<file path="config.mk">
export PLATFORM = sky130hd
export DESIGN_NAME = gcd_rr_scheduler
export DESIGN_NICKNAME = d
export VERILOG_FILES = /design/src/rtl/gcd_rr_scheduler.sv
export SDC_FILE = /design/constraint.sdc
export NUM_CORES = 1
export LEC_CHECK = 0
export ABC_AREA = 1
export BUFFER_PORTS_ARGS = -buffer_cell sky130_fd_sc_hd__buf_4
export CORE_UTILIZATION = 32
export DETAILED_ROUTE_END_ITERATION = 10
export GPL_ROUTABILITY_DRIVEN = 0
export HOLD_SLACK_MARGIN = 0.05
export PLACE_DENSITY = 0.6
export SLEW_MARGIN = 15
export SYNTH_ARGS = -nofsm -noshare
export SYNTH_HDL_FRONTEND = slang
export SYNTH_SLANG_ARGS = --single-unit
export TNS_END_PERCENT = 10
</file>
<file path="constraint.sdc">
create_clock -name clk -period 6.1 [get_ports clk]
set_input_delay 1.83 -clock clk [delete_from_list [all_inputs] [get_ports clk]]
set_output_delay 1.83 -clock clk [all_outputs]
set_load 0.005 [all_outputs]
</file>
<file path="src/rtl/gcd_rr_scheduler.sv">
// Round-robin front end for a shared GCD engine: grants one requester at a time,
// bypasses zero operands, drives the engine, and returns the result with an ack pulse.
module gcd_rr_scheduler #(
  parameter int N       = 4,
  parameter int W       = 4,
  parameter int TIMEOUT = 64
) (
  input  logic                 clk,
  input  logic                 reset,
  input  logic [N-1:0]         req,
  input  logic [N*W-1:0]       op_a,
  input  logic [N*W-1:0]       op_b,
  output logic [N-1:0]         ack,
  output logic [W-1:0]         result,
  output logic                 err,
  output logic                 busy,
  output logic [$clog2(N)-1:0] grant_id,
  output logic                 eng_start,
  output logic [W-1:0]         eng_in1,
  output logic [W-1:0]         eng_in2,
  input  logic                 eng_done,
  input  logic [W-1:0]         eng_gcd
);

  localparam int IW = $clog2(N);
  localparam int CW = $clog2(TIMEOUT + 1);

  localparam logic [2:0] S_IDLE  = 3'd0;
  localparam logic [2:0] S_ISSUE = 3'd1;
  localparam logic [2:0] S_WAIT  = 3'd2;
  localparam logic [2:0] S_CAPT  = 3'd3;
  localparam logic [2:0] S_RESP  = 3'd4;

  logic [2:0]    state_q, state_d;
  logic [IW-1:0] last_grant_q, last_grant_d;
  logic [IW-1:0] grant_id_q, grant_id_d;
  logic [W-1:0]  a_q, a_d;
  logic [W-1:0]  b_q, b_d;
  logic [W-1:0]  result_q, result_d;
  logic          err_q, err_d;
  logic [N-1:0]  ack_q, ack_d;
  logic          eng_start_q, eng_start_d;
  logic          busy_q, busy_d;
  logic [CW-1:0] cnt_q, cnt_d;
  logic [IW-1:0] sel_s;
  logic [W-1:0]  op_a_s [N];
  logic [W-1:0]  op_b_s [N];

  function automatic logic [N-1:0] onehot(input logic [IW-1:0] idx);
    logic [N-1:0] v;
    v      = {N{1'b0}};
    v[idx] = 1'b1;
    return v;
  endfunction

  for (genvar g = 0; g < N; g++) begin : g_unpack
    assign op_a_s[g] = op_a[g*W +: W];
    assign op_b_s[g] = op_b[g*W +: W];
  end

  // Round-robin pick: scan downward so the nearest requester after last_grant wins.
  always_comb begin
    sel_s = {IW{1'b0}};
    for (int i = N; i >= 1; i--) begin
      logic [IW-1:0] cand;
      cand  = IW'((int'(last_grant_q) + i) % N);
      sel_s = req[cand] ? cand : sel_s;
    end
  end

  // Job sequencing and next-value computation for every register.
  always_comb begin
    state_d      = state_q;
    last_grant_d = last_grant_q;
    grant_id_d   = grant_id_q;
    a_d          = a_q;
    b_d          = b_q;
    result_d     = result_q;
    err_d        = err_q;
    ack_d        = {N{1'b0}};
    eng_start_d  = 1'b0;
    cnt_d        = cnt_q;
    case (state_q)
      S_IDLE: begin
        if (|req) begin
          grant_id_d   = sel_s;
          last_grant_d = sel_s;
          a_d          = op_a_s[sel_s];
          b_d          = op_b_s[sel_s];
          err_d        = 1'b0;
          // A zero operand makes the answer the other operand; skip the engine.
          if ((a_d == {W{1'b0}}) || (b_d == {W{1'b0}})) begin
            state_d  = S_RESP;
            result_d = a_d | b_d;
            ack_d    = onehot(sel_s);
          end else begin
            state_d     = S_ISSUE;
            eng_start_d = 1'b1;
          end
        end else begin
          state_d = S_IDLE;
        end
      end
      S_ISSUE: begin
        state_d = S_WAIT;
        cnt_d   = {CW{1'b0}};
      end
      S_WAIT: begin
        if (eng_done) begin
          state_d = S_CAPT;
        end else if (cnt_q == CW'(TIMEOUT - 1)) begin
          state_d  = S_RESP;
          err_d    = 1'b1;
          result_d = {W{1'b0}};
          ack_d    = onehot(grant_id_q);
        end else begin
          cnt_d = cnt_q + CW'(1);
        end
      end
      S_CAPT: begin
        state_d  = S_RESP;
        result_d = eng_gcd;
        ack_d    = onehot(grant_id_q);
      end
      S_RESP: begin
        state_d = S_IDLE;
      end
      default: begin
        state_d = S_IDLE;
      end
    endcase
    busy_d = (state_d != S_IDLE);
  end

  // State and output registers with synchronous reset.
  always_ff @(posedge clk) begin
    if (reset) begin
      state_q      <= S_IDLE;
      last_grant_q <= IW'(N - 1);
      grant_id_q   <= {IW{1'b0}};
      a_q          <= {W{1'b0}};
      b_q          <= {W{1'b0}};
      result_q     <= {W{1'b0}};
      err_q        <= 1'b0;
      ack_q        <= {N{1'b0}};
      eng_start_q  <= 1'b0;
      busy_q       <= 1'b0;
      cnt_q        <= {CW{1'b0}};
    end else begin
      state_q      <= state_d;
      last_grant_q <= last_grant_d;
      grant_id_q   <= grant_id_d;
      a_q          <= a_d;
      b_q          <= b_d;
      result_q     <= result_d;
      err_q        <= err_d;
      ack_q        <= ack_d;
      eng_start_q  <= eng_start_d;
      busy_q       <= busy_d;
      cnt_q        <= cnt_d;
    end
  end

  assign ack       = ack_q;
  assign result    = result_q;
  assign err       = err_q;
  assign busy      = busy_q;
  assign grant_id  = grant_id_q;
  assign eng_start = eng_start_q;
  assign eng_in1   = a_q;
  assign eng_in2   = b_q;

endmodule
</file>
==> run summary, run 1 <==
- **total global-route track usage** 16.3%
- **CTS tree** yes
- **relative slew slack** 51.1%
- **Leak Pwr** 1.46 nW
- **synthesized netlist net count** 376
- **count of state elements after synthesis** 33
- **worst stage delay on the critical path** 0.25 ns
- **fraction of layout instances using a drive strength above 1** 23.4%
- **Critical Path Start** req[3]
- **leading post-synthesis cells by cell area** sky130_fd_sc_hd__dfxtp_1, sky130_fd_sc_hd__nand2_1, sky130_fd_sc_hd__nand3_1
- **clock tree skew after final layout** 0.00536 ns
- **startpoint type of the worst setup path** primary input
- **most area-hungry cell type in the Yosys netlist** sky130_fd_sc_hd__dfxtp_1
- **MaxCap Viol Count** 0
- **largest family of logic cells by synthesized area** simple AND/OR/NAND/NOR gates
- **worst-case clock buffer depth** 2
- **post-layout net count** 437
- **post-synthesis to final-layout area growth** 29.4%
- **power density cells** 553 nW/um^2
- **count of cells resized by post-cts repair** 0
- **Critical Path Fanout Max** 20
- **vias** 2213
- **placed cells** 463
- **cells along the critical path** buf_4 -> inv_1 -> o21ai_1 -> nand2_1 -> nand2_2 -> nand2_4 -> nand2_2 -> nand2_4 -> nand2_2 -> nand2_1 -> nand2_1 -> nand2_1 -> nand2_1 -> nor2_2 -> nand2_4 -> nand3_1 -> nand2_1 -> nand2_1 -> nand3b_1
- **drt first pass iters** 5
- **R2R depth** 19
- **fraction of synthesized area in multiplexers** 0%
- **Starting Density** 32.9%
- **CTS clock-pin slew for the worst setup and hold paths** 0.07 ns
- **run status** completed
- **diodes inserted** 0
- **FMAX** 278 MHz
- **setup repair after global routing missed its margin** false
- **number of failing setup endpoints in the final timing report** 0
- **hold buffers post-CTS** 0
- **measured slew at the worst slew-check pin** 0.727 ns
- **IO Count** 64
- **Post-Layout Cell Count** 471
- **pin count of the biggest net entering global routing** 21
- **detailed-route wire length** 5100 um
- **sequential element share of the synthesized area** 31.8%
- **library cell appearing most often on the critical path** sky130_fd_sc_hd__nand2_1
- **cell area after synthesis** 2080 um^2
- **met3 capacity usage during global routing** 4.51%
- **setup slack, reg-to-reg** 3.57 ns
- **class of the most critical setup path** primary input to flop
- **remaining routing DRC violations** 0
- **later-pin clock latency in the skew report** 0.29 ns
- **Setup crit end kind** flop
- **Synth Area in Simple Gates** 43.1%
- **critical path required time** 6.27 ns
- **number of antenna violations at the first check in global routing** 0
- **wire per inst** 10.8 um
- **total gr overflow** 0
- **synth unique cells** 31
- **via count of the first global-routing pass** 1964
- **most frequent standard cell in the layout excluding fill and tap cells** sky130_fd_sc_hd__nand2_1
- **number of clock buffers inserted by TritonCTS** 5
- **floorplan die area** 6820 um^2
- **syn_area_per_cell** 6.26 um^2
- **arrival time reported for the critical path endpoint** 3.76 ns
- **CP Capture Point** busy
- **global-route met2 utilization** 28.3%
- **height of the chip** 82.6 um
- **Synth warnings** 0
- **CTS Root Cell** sky130_fd_sc_hd__clkbuf_8
- **clock sink total** 33
- **H-tree levels** 2
- **detailed-route vias per instance** 4.70
- **share of the synthesized area in the top cell type** 31.8%
- **highest-utilization routing layer at the global route stage** met2
- **sum of net half-perimeters after detailed placement** 3970 um
- **total negative slack** 0 ns
- **Post-Synth Adder-Cell Area** 0.602%
- **buffers inserted during post-CTS setup optimization** 0
- **wire length of the first global-routing pass** 8390 um
- **Antenna Violating Nets Remaining** 0
- **final max-slew violation count** 0
- **worst reg2reg endpoint** busy
- **GR met1 Demand/Resource** 19.5%
- **xor and xnor fraction of the mapped netlist area** 0%
- **DIE WIDTH** 82.6 um
- **count of routing violations after the opening detailed-route iteration** 96
- **commonest non-fill, non-tap cells in the layout** sky130_fd_sc_hd__nand2_1, sky130_fd_sc_hd__buf_4, sky130_fd_sc_hd__inv_1
- **core region area** 6310 um^2
- **final hold vios** 0
- **share of the synthesized area in compound gates (AO/OA/AOI/OAI)** 12.0%
- **CP max stage cell** sky130_fd_sc_hd__nand2_2
- **clock period minus worst slack** 3.60 ns
- **fin crit share** 58.9%
- **count of input and output buffers** 63
- **maximum ir drop on the vdd rail** 0.245 mV
- **Post-Synthesis Cells** 332
- **number of rows in the core area** 29
- **Tightest Hold Check Type** flop to flop
- **worst reg2reg startpoint** last_grant_q[0]
==> Yosys cell counts (all sizes together) <==
| cell | number |
|---|---|
| nor2 | 31 |
| o21bai | 1 |
| nand3b | 2 |
| nand3 | 39 |
| inv | 49 |
| clkinv | 1 |
| nor3 | 4 |
| o211ai | 10 |
| a2111oi | 1 |
| dfxtp | 33 |
| buf | 6 |
| ha | 1 |
| nand2 | 119 |
| nor4 | 1 |
| nor3b | 1 |
| a211oi | 1 |
| o21a | 1 |
| nand4 | 2 |
| o21ai | 3 |
| a21oi | 22 |
| clkbuf | 4 |
==> state kept, by name, indices dropped and copies added, names as in the netlist <==
signal,flops
grant_id,2
eng_in1,4
err,1
eng_in2,4
cnt_q,7
result,4
busy,1
state_q,3
ack,4
last_grant_q,2
eng_start,1
==> logic make-up after synthesis <==
family                   count (synthesis)
flip-flops                              33
AO/OA/AOI/OAI                           39
buffers and inverters                   60
AND/OR/NAND/NOR                        199
adder cells (fa/ha/maj)                  1
==> worst max-delay path, delay by kind of cell <==
| kind | cells | cell delay, ns |
|---|---|---|
| simple gates | 16 | 1.63 |
| compound gates | 1 | 0.09 |
| buf+inv | 2 | 0.19 |
==> worst min path at each step <==
stage             start        to  slack [ns]  depth (start not counted)
2_1_floorplan  cnt_q[0]  cnt_q[0]        0.45                          1
3_3_place_gp        err       err        0.46                          2
3_5_place_dp        err       err        0.47                          2
4_1_cts             err       err        0.48                          2
5_1_grt             err       err        0.51                          2
6_report            err       err        0.48                          2
==> report_power, final <==
part | internal (mW) | switching (mW)
Sequential | 0.280 | 0.0472
Combinational | 0.360 | 0.620
Clock | 0.102 | 0.0801
==> layout make-up <==
type | count | area [um^2]
Timing Repair Buffer | 64 | 480
Clock buffer | 7 | 96.3
Tap cell | 77 | 96.3
Multi-Input combinational cell | 239 | 1160
Inverter | 50 | 193
Fill cell | 698 | 3620
Sequential cell | 33 | 661
Clock inverter | 1 | 5.00
==> per-layer routing <==
layer,up-vias,part of all wire [%]
li1,1170,-
met1,977,47
met2,57,47
met3,9,5.2
met4,0,1.3
met5,-,0
==> per-stage QoR <==
stage	power (mW)	setup WS (ns)	hold WS, ns	util, %	instance area, um^2
4_1_cts	1.51	2.49	0.478	42.6	2690
5_1_grt	1.67	2.22	0.505	42.6	2690
3_3_place_gp	1.31	2.23	0.459	41.0	2590
3_5_place_dp	1.32	2.19	0.466	41.0	2590
6_report	1.49	2.50	0.476	42.6	2690
2_1_floorplan	1.11	2.76	0.448	-	2080
Note: power is estimated with default switching activity, not from simulation.
==> run 2, diff against run 1 <==
- PLACE_DENSITY: 0.6 -> 0.62
- clock period: 6.1 -> 2.9 ns (I/O delays scaled with it)
==> run 2 against run 1 <==
Effect of this change:
- clock power up 89%
- critical path type unchanged
- clock skew is essentially flat
- largest cell class unchanged
- design area is 0.56% higher
- first-iteration DRC count is 8.3% lower
==> run summary, run 2 (synthesis results as in run 1) <==
- **hold buffers post-CTS** 0, unchanged
- **number of clock buffers inserted by TritonCTS** 5, unchanged
- **detailed-route vias per instance** 4.61, -1.9%
- **remaining routing DRC violations** 0, unchanged
- **cell area after layout** 2710 um^2, +0.56%
- **power density cells** 1160 nW/um^2, +110%
- **floorplan die area** 6820 um^2, unchanged
- **wire per inst** 10.6 um, -2.3%
- **detailed-route wire length** 5020 um, -1.7%
- **via count of the first global-routing pass** 1979, +0.76%
- **total negative slack** 0 ns, unchanged
- **hold wc startpoint** err
- **relative slew slack** 52.8%, +1.7 points
- **buffers inserted during post-CTS setup optimization** 0, unchanged
- **later-pin clock latency in the skew report** 0.28 ns, about the same
- **core region area** 6310 um^2, unchanged
- **critical path required time** 3.06 ns, -3.21 ns
- **fraction of layout instances using a drive strength above 1** 23.7%, +0.33 points
- **diodes inserted** 0, unchanged
- **post-synthesis to final-layout area growth** 30.1%
- **Post-Layout Cell Count** 474, +0.64%
- **number of rows in the core area** 29, unchanged
- **hold endpoint** err
- **largest register by flop count** cnt_q
- **placed cells** 467, +0.86%
- **startpoint type of the worst setup path** primary input
- **CTS tree** yes
- **clock period minus worst slack** 2.50 ns
- **Leak Pwr** 1.47 nW, +0.63%
- **Antenna Violating Nets Remaining** 0, unchanged
- **count of input and output buffers** 63, unchanged
- **count of routing violations after the opening detailed-route iteration** 88, -8.3%
- **worst slack after detailed placement** 0.0849 ns, -2.10 ns
- **post-layout net count** 441, +0.92%
- **run status** completed
- **pin count of the biggest net entering global routing** 21, unchanged
- **worst reg2reg endpoint** result[1]
- **class of the most critical setup path** primary input to flop
- **Setup WS post-layout** 0.399 ns, -2.10 ns
- **maximum ir drop on the vdd rail** 0.598 mV, +140%
- **Critical Path Fanout Max** 20, unchanged
- **total gr overflow** 0, unchanged
- **Placed Instance Area** 2620 um^2, +1.2%
- **clock sink total** 33, unchanged
- **Hold Crit Depth** 2, unchanged
- **height of the chip** 82.6 um, unchanged
- **fin crit share** 86.2%
- **MaxCap Viol Count** 0, unchanged
- **H-tree levels** 2, unchanged
- **power after layout** 3.13 mW, +110%
- **Tightest Hold Check Type** flop to flop
- **final hold vios** 0, unchanged
- **clock tree skew after final layout** 0.00578 ns, +0.000417 ns
- **drt first pass iters** 4, -1
- **flip-flop count of the largest register after layout** 7, unchanged
- **setup slack, reg-to-reg** 0.49 ns, -3.08 ns
- **most frequent standard cell in the layout excluding fill and tap cells** sky130_fd_sc_hd__nand2_1
- **worst reg2reg startpoint** last_grant_q[0]
- **Starting Density** 32.9%, unchanged
- **R2R depth** 19, unchanged
- **number of antenna violations at the first check in global routing** 0, unchanged
- **CTS clock-pin slew for the worst setup and hold paths** 0.06 ns, about the same
- **number of failing setup endpoints in the final timing report** 0, unchanged
- **commonest non-fill, non-tap cells in the layout** sky130_fd_sc_hd__nand2_1, sky130_fd_sc_hd__buf_4, sky130_fd_sc_hd__inv_1
- **vias** 2184, -1.3%
- **setup repair after global routing missed its margin** false
- **total global-route track usage** 15.8%, -0.52 points
- **DIE WIDTH** 82.6 um, unchanged
- **measured slew at the worst slew-check pin** 0.706 ns, -0.0217 ns
- **final max-slew violation count** 0, unchanged
- **worst-case clock buffer depth** 2, unchanged
- **arrival time reported for the critical path endpoint** 2.66 ns, -1.10 ns
- **Setup crit end kind** flop
- **sum of net half-perimeters after detailed placement** 3970 um, about the same
- **wire length of the first global-routing pass** 8220 um, -2.0%
- **FMAX** 400 MHz
- **CTS Root Cell** sky130_fd_sc_hd__clkbuf_8
- **count of cells resized by post-cts repair** 0, unchanged
- **IO Count** 64, unchanged
## run 2: cell count changes in the layout (fill, tap and decap cells not counted)
cell	before	now
sky130_fd_sc_hd__buf_4	64	68
sky130_fd_sc_hd__clkbuf_1	0	1
sky130_fd_sc_hd__clkbuf_8	7	6
sky130_fd_sc_hd__clkinv_2	1	0
## run 2: cell type report
| type | count | area, um^2 |
|---|---|---|
| fill | 711 | 3610 |
| multi-input combinational | 239 | 1160 |
| sequential | 33 | 661 |
| timing repair buffer | 68 | 510 |
| inverter | 50 | 193 |
| tap | 77 | 96.3 |
| clock buffer | 7 | 86.3 |
## run 2: report_power, final
| group | switching [mW] | leakage [nW] | internal (mW) |
|---|---|---|---|
| clock | 0.156 | 0.0443 | 0.188 |
| sequential | 0.0987 | 0.271 | 0.589 |
| combinational | 1.31 | 1.15 | 0.794 |
| total | 1.56 | 1.47 | 1.57 |
## run 2: how the worst max path moves through the flow
stage / startpoint / slack, ns / to / cells past startpoint
global route: req[3] / 0.15 / result[0] / 19
detailed placement: req[3] / 0.08 / busy / 19
global placement: req[3] / 0.14 / busy / 19
finish: req[3] / 0.40 / busy / 19
floorplan: req[3] / 0.52 / busy / 18
CTS: req[3] / 0.39 / busy / 19
## run 2: per-stage QoR
stage	util [%]	hold WS, ns
after floorplan	-	0.448
after global placement	41.5	0.463
after detailed placement	41.5	0.461
after CTS	42.9	0.472
after global routing	42.9	0.491
final	42.9	0.464
## run 2: layer usage
layer,vias up,wire length [um],GRT usage (%)
li1,1174,-,-
met1,966,2280,18.4
met2,38,2420,28.2
met3,6,236,4.29
met4,0,72,4.14
met5,-,0,0
## run 2: worst max-delay path, cell delays in order
cell and delay [ns]:
sky130_fd_sc_hd__buf_4 0.11, sky130_fd_sc_hd__inv_1 0.08, sky130_fd_sc_hd__nand2_1 0.07, sky130_fd_sc_hd__nand3_1 0.12, sky130_fd_sc_hd__nand2_1 0.07, sky130_fd_sc_hd__inv_2 0.07, sky130_fd_sc_hd__nand2_4 0.05, sky130_fd_sc_hd__nand2_2 0.07
sky130_fd_sc_hd__nand2_4 0.05, sky130_fd_sc_hd__nand2_2 0.27, sky130_fd_sc_hd__nand2_1 0.09, sky130_fd_sc_hd__nand2_1 0.07, sky130_fd_sc_hd__nand2_1 0.04, sky130_fd_sc_hd__nand2_1 0.10, sky130_fd_sc_hd__nor2_1 0.07, sky130_fd_sc_hd__nand2_2 0.11
sky130_fd_sc_hd__nand3_4 0.13, sky130_fd_sc_hd__nand3_1 0.13, sky130_fd_sc_hd__nand3b_1 0.10
==> run 3, diff against run 2 <==
- ABC_AREA: 1 -> not set
==> run 3 against run 2 <==
Effect of this change:
- sequential cell count did not move
- final cell count shrank 11%
- global-route usage grew 4.1 points
- combinational power down 38%
- highest routed layer unchanged
- area after synthesis down 1.2%
- non-clock buffer count increased by 12
==> run summary, run 3 <==
- **relative slew slack** 69.7%, +17 points
- **height of the chip** 82.1 um, -0.59%
- **remaining routing DRC violations** 0, unchanged
- **via count of the first global-routing pass** 2145, +8.4%
- **Synth warnings** 0, unchanged
- **Starting Density** 33.9%, +0.96 points
- **leading post-synthesis cells by cell area** sky130_fd_sc_hd__dfxtp_1, sky130_fd_sc_hd__a21oi_1, sky130_fd_sc_hd__nand2_1
- **Post-Layout Cell Count** 421, -11%
- **final max-slew violation count** 0, unchanged
- **power after layout** 2.37 mW, -24%
- **drt first pass iters** 4, unchanged
- **floorplan die area** 6740 um^2, -1.2%
- **cell area after layout** 2750 um^2, +1.6%
- **Setup crit end kind** flop
- **Critical Path Fanout Max** 24, +20%
- **fin crit share** 91.4%, +5.2 points
- **FMAX** 377 MHz, -5.6%
- **worst slack after detailed placement** -0.0397 ns, -0.125 ns
- **CTS clock-pin slew for the worst setup and hold paths** 0.07 ns, about the same
- **Placed Instance Area** 2670 um^2, +1.8%
- **DIE WIDTH** 82.1 um, -0.59%
- **Commonest cells post-synth** sky130_fd_sc_hd__dfxtp_1, sky130_fd_sc_hd__nand2_1, sky130_fd_sc_hd__a21oi_1, sky130_fd_sc_hd__nor2_1, sky130_fd_sc_hd__nor3_1
- **count of routing violations after the opening detailed-route iteration** 152, +73%
- **count of input and output buffers** 63, unchanged
- **CTS Root Cell** sky130_fd_sc_hd__clkbuf_8
- **hold wc startpoint** eng_in2[1]
- **IO Count** 64, unchanged
- **largest register by flop count** cnt_q
- **EDFF count, synth** 0, unchanged
- **clock period minus worst slack** 2.65 ns, +0.150 ns
- **measured slew at the worst slew-check pin** 0.453 ns, -0.252 ns
- **number of rows in the core area** 28, -3.4%
- **vias** 2300, +5.3%
- **critical path required time** 3.12 ns, +0.06 ns
- **synthesized netlist net count** 320, -15%
- **sequential element share of the synthesized area** 32.2%, +0.39 points
- **setup slack, reg-to-reg** 0.54 ns, +0.05 ns
- **Tightest Hold Check Type** flop to flop
- **clock sink total** 33, unchanged
- **R2R depth** 8, -11
- **worst reg2reg endpoint** ack[1]
- **flip-flop count of the largest register after layout** 7, unchanged
- **post-route worst hold slack** 0.459 ns, -0.00480 ns
- **area of the multi-input gates** 1250 um^2, +7.6%
- **share of synthesized flip-flops with an asynchronous set or reset** 0%, unchanged
- **commonest register cell after synthesis** sky130_fd_sc_hd__dfxtp_1
- **setup repair after global routing missed its margin** false
- **number of failing setup endpoints in the final timing report** 0, unchanged
- **wire per inst** 15.1 um, +43%
- **startpoint type of the worst setup path** primary input
- **total negative slack** 0 ns, unchanged
- **Leak Pwr** 1.13 nW, -23%
- **most frequent standard cell in the layout excluding fill and tap cells** sky130_fd_sc_hd__buf_4
- **share of the core filled with cells** 45.4%, +2.5 points
- **placed cells** 413, -12%
- **cell area after synthesis** 2050 um^2, -1.2%
- **filler cell count in the final layout** 641, -9.8%
- **post-layout net count** 389, -12%
- **Antenna Violating Nets Remaining** 0, unchanged
- **fraction of layout instances using a drive strength above 1** 26.3%, +2.6 points
- **detailed-route vias per instance** 5.46, +19%
- **final hold vios** 0, unchanged
- **total gr overflow** 0, unchanged
- **hold buffers post-CTS** 0, unchanged
- **later-pin clock latency in the skew report** 0.29 ns, about the same
- **run status** completed
- **total global-route track usage** 19.9%, +4.1 points
- **CTS tree** yes
- **clock tree skew after final layout** 0.0156 ns, +0.00981 ns
- **diodes inserted** 0, unchanged
- **maximum ir drop on the vdd rail** 0.480 mV, -20%
- **share of the synthesized area in the top cell type** 32.2%, +0.39 points
- **MaxCap Viol Count** 0, unchanged
- **worst reg2reg startpoint** last_grant_q[0]
- **core region area** 6060 um^2, -4.0%
- **Setup WS post-layout** 0.250 ns, -0.150 ns
- **most area-hungry cell type in the Yosys netlist** sky130_fd_sc_hd__dfxtp_1
- **sum of net half-perimeters after detailed placement** 5030 um, +27%
- **power density cells** 861 nW/um^2, -26%
- **wire length of the first global-routing pass** 10100 um, +23%
- **most numerous cell in the Yosys netlist** sky130_fd_sc_hd__dfxtp_1
- **Storage cell area** 661 um^2, unchanged
- **count of cells resized by post-cts repair** 0, unchanged
- **detailed-route wire length** 6360 um, +27%
- **commonest non-fill, non-tap cells in the layout** sky130_fd_sc_hd__buf_4, sky130_fd_sc_hd__dfxtp_1, sky130_fd_sc_hd__nand2_1
- **H-tree levels** 2, unchanged
- **count of state elements after synthesis** 33, unchanged
- **pin count of the biggest net entering global routing** 25, +19%
- **arrival time reported for the critical path endpoint** 2.87 ns, +0.21 ns
- **number of antenna violations at the first check in global routing** 0, unchanged
- **synth unique cells** 48, +55%
- **worst-case clock buffer depth** 2, unchanged
- **syn_area_per_cell** 7.44 um^2, +19%
- **number of clock buffers inserted by TritonCTS** 5, unchanged
- **class of the most critical setup path** primary input to flop
- **post-synthesis to final-layout area growth** 33.9%
- **Post-Synthesis Cells** 276, -17%
- **hold endpoint** eng_in2[1]
- **Hold Crit Depth** 2, unchanged
- **buffers inserted during post-CTS setup optimization** 0, unchanged
run 3: cell type report:
| class | instances | area share (%) |
|---|---|---|
| Tap cell | 75 | 3.41 |
| Sequential cell | 33 | 24.0 |
| Clock buffer | 6 | 2.64 |
| Clock inverter | 2 | 0.364 |
| Multi-Input combinational cell | 211 | 45.4 |
| Timing Repair Buffer | 80 | 22.3 |
| Inverter | 14 | 1.91 |
run 3: how the worst max path moves through the flow:
stage	from	endpoint	slack, ns	cells past startpoint
4_1_cts	req[2]	ack[1]	0.25	9
5_1_grt	req[3]	result[3]	0.07	9
2_1_floorplan	req[3]	ack[1]	0.30	10
6_report	req[2]	ack[1]	0.25	9
3_5_place_dp	req[2]	ack[1]	-0.04	9
3_3_place_gp	req[3]	ack[1]	0.005	8
run 3: metal layers:
metal | wire [um] | vias up | share of wire [%] | GRT usage [%]
li1 | - | 1155 | - | -
met1 | 2930 | 1065 | 46 | 26.0
met2 | 2980 | 71 | 47 | 32.8
met3 | 343 | 9 | 5.4 | 3.96
met4 | 111 | 0 | 1.7 | 6.14
met5 | 0 | - | 0 | 0
run 3: logic make-up after synthesis:
logic type      after synthesis  share of synthesized area, %
simple gates                112                          26.6
mux                           4                          1.95
xor+xnor                      5                          2.13
buf+inv                      32                          7.12
flops                        33                          32.2
fa+ha+maj                     1                         0.609
compound gates               89                          29.4
run 3: power breakdown:
group / internal [mW] / switching, mW / total [mW]
logic: 0.611 / 0.696 / 1.31
registers: 0.589 / 0.132 / 0.721
clock network: 0.166 / 0.173 / 0.339
total: 1.37 / 1.00 / 2.37
run 3: worst max-delay path, stage by stage:
cell and delay (ns):
sky130_fd_sc_hd__buf_4 0.11, sky130_fd_sc_hd__nand2b_1 0.13, sky130_fd_sc_hd__a21o_1 0.18, sky130_fd_sc_hd__and3_1 0.20, sky130_fd_sc_hd__buf_12 0.16, sky130_fd_sc_hd__a211oi_1 0.29
sky130_fd_sc_hd__o22a_1 0.23, sky130_fd_sc_hd__a32o_1 0.44, sky130_fd_sc_hd__a32o_1 0.24
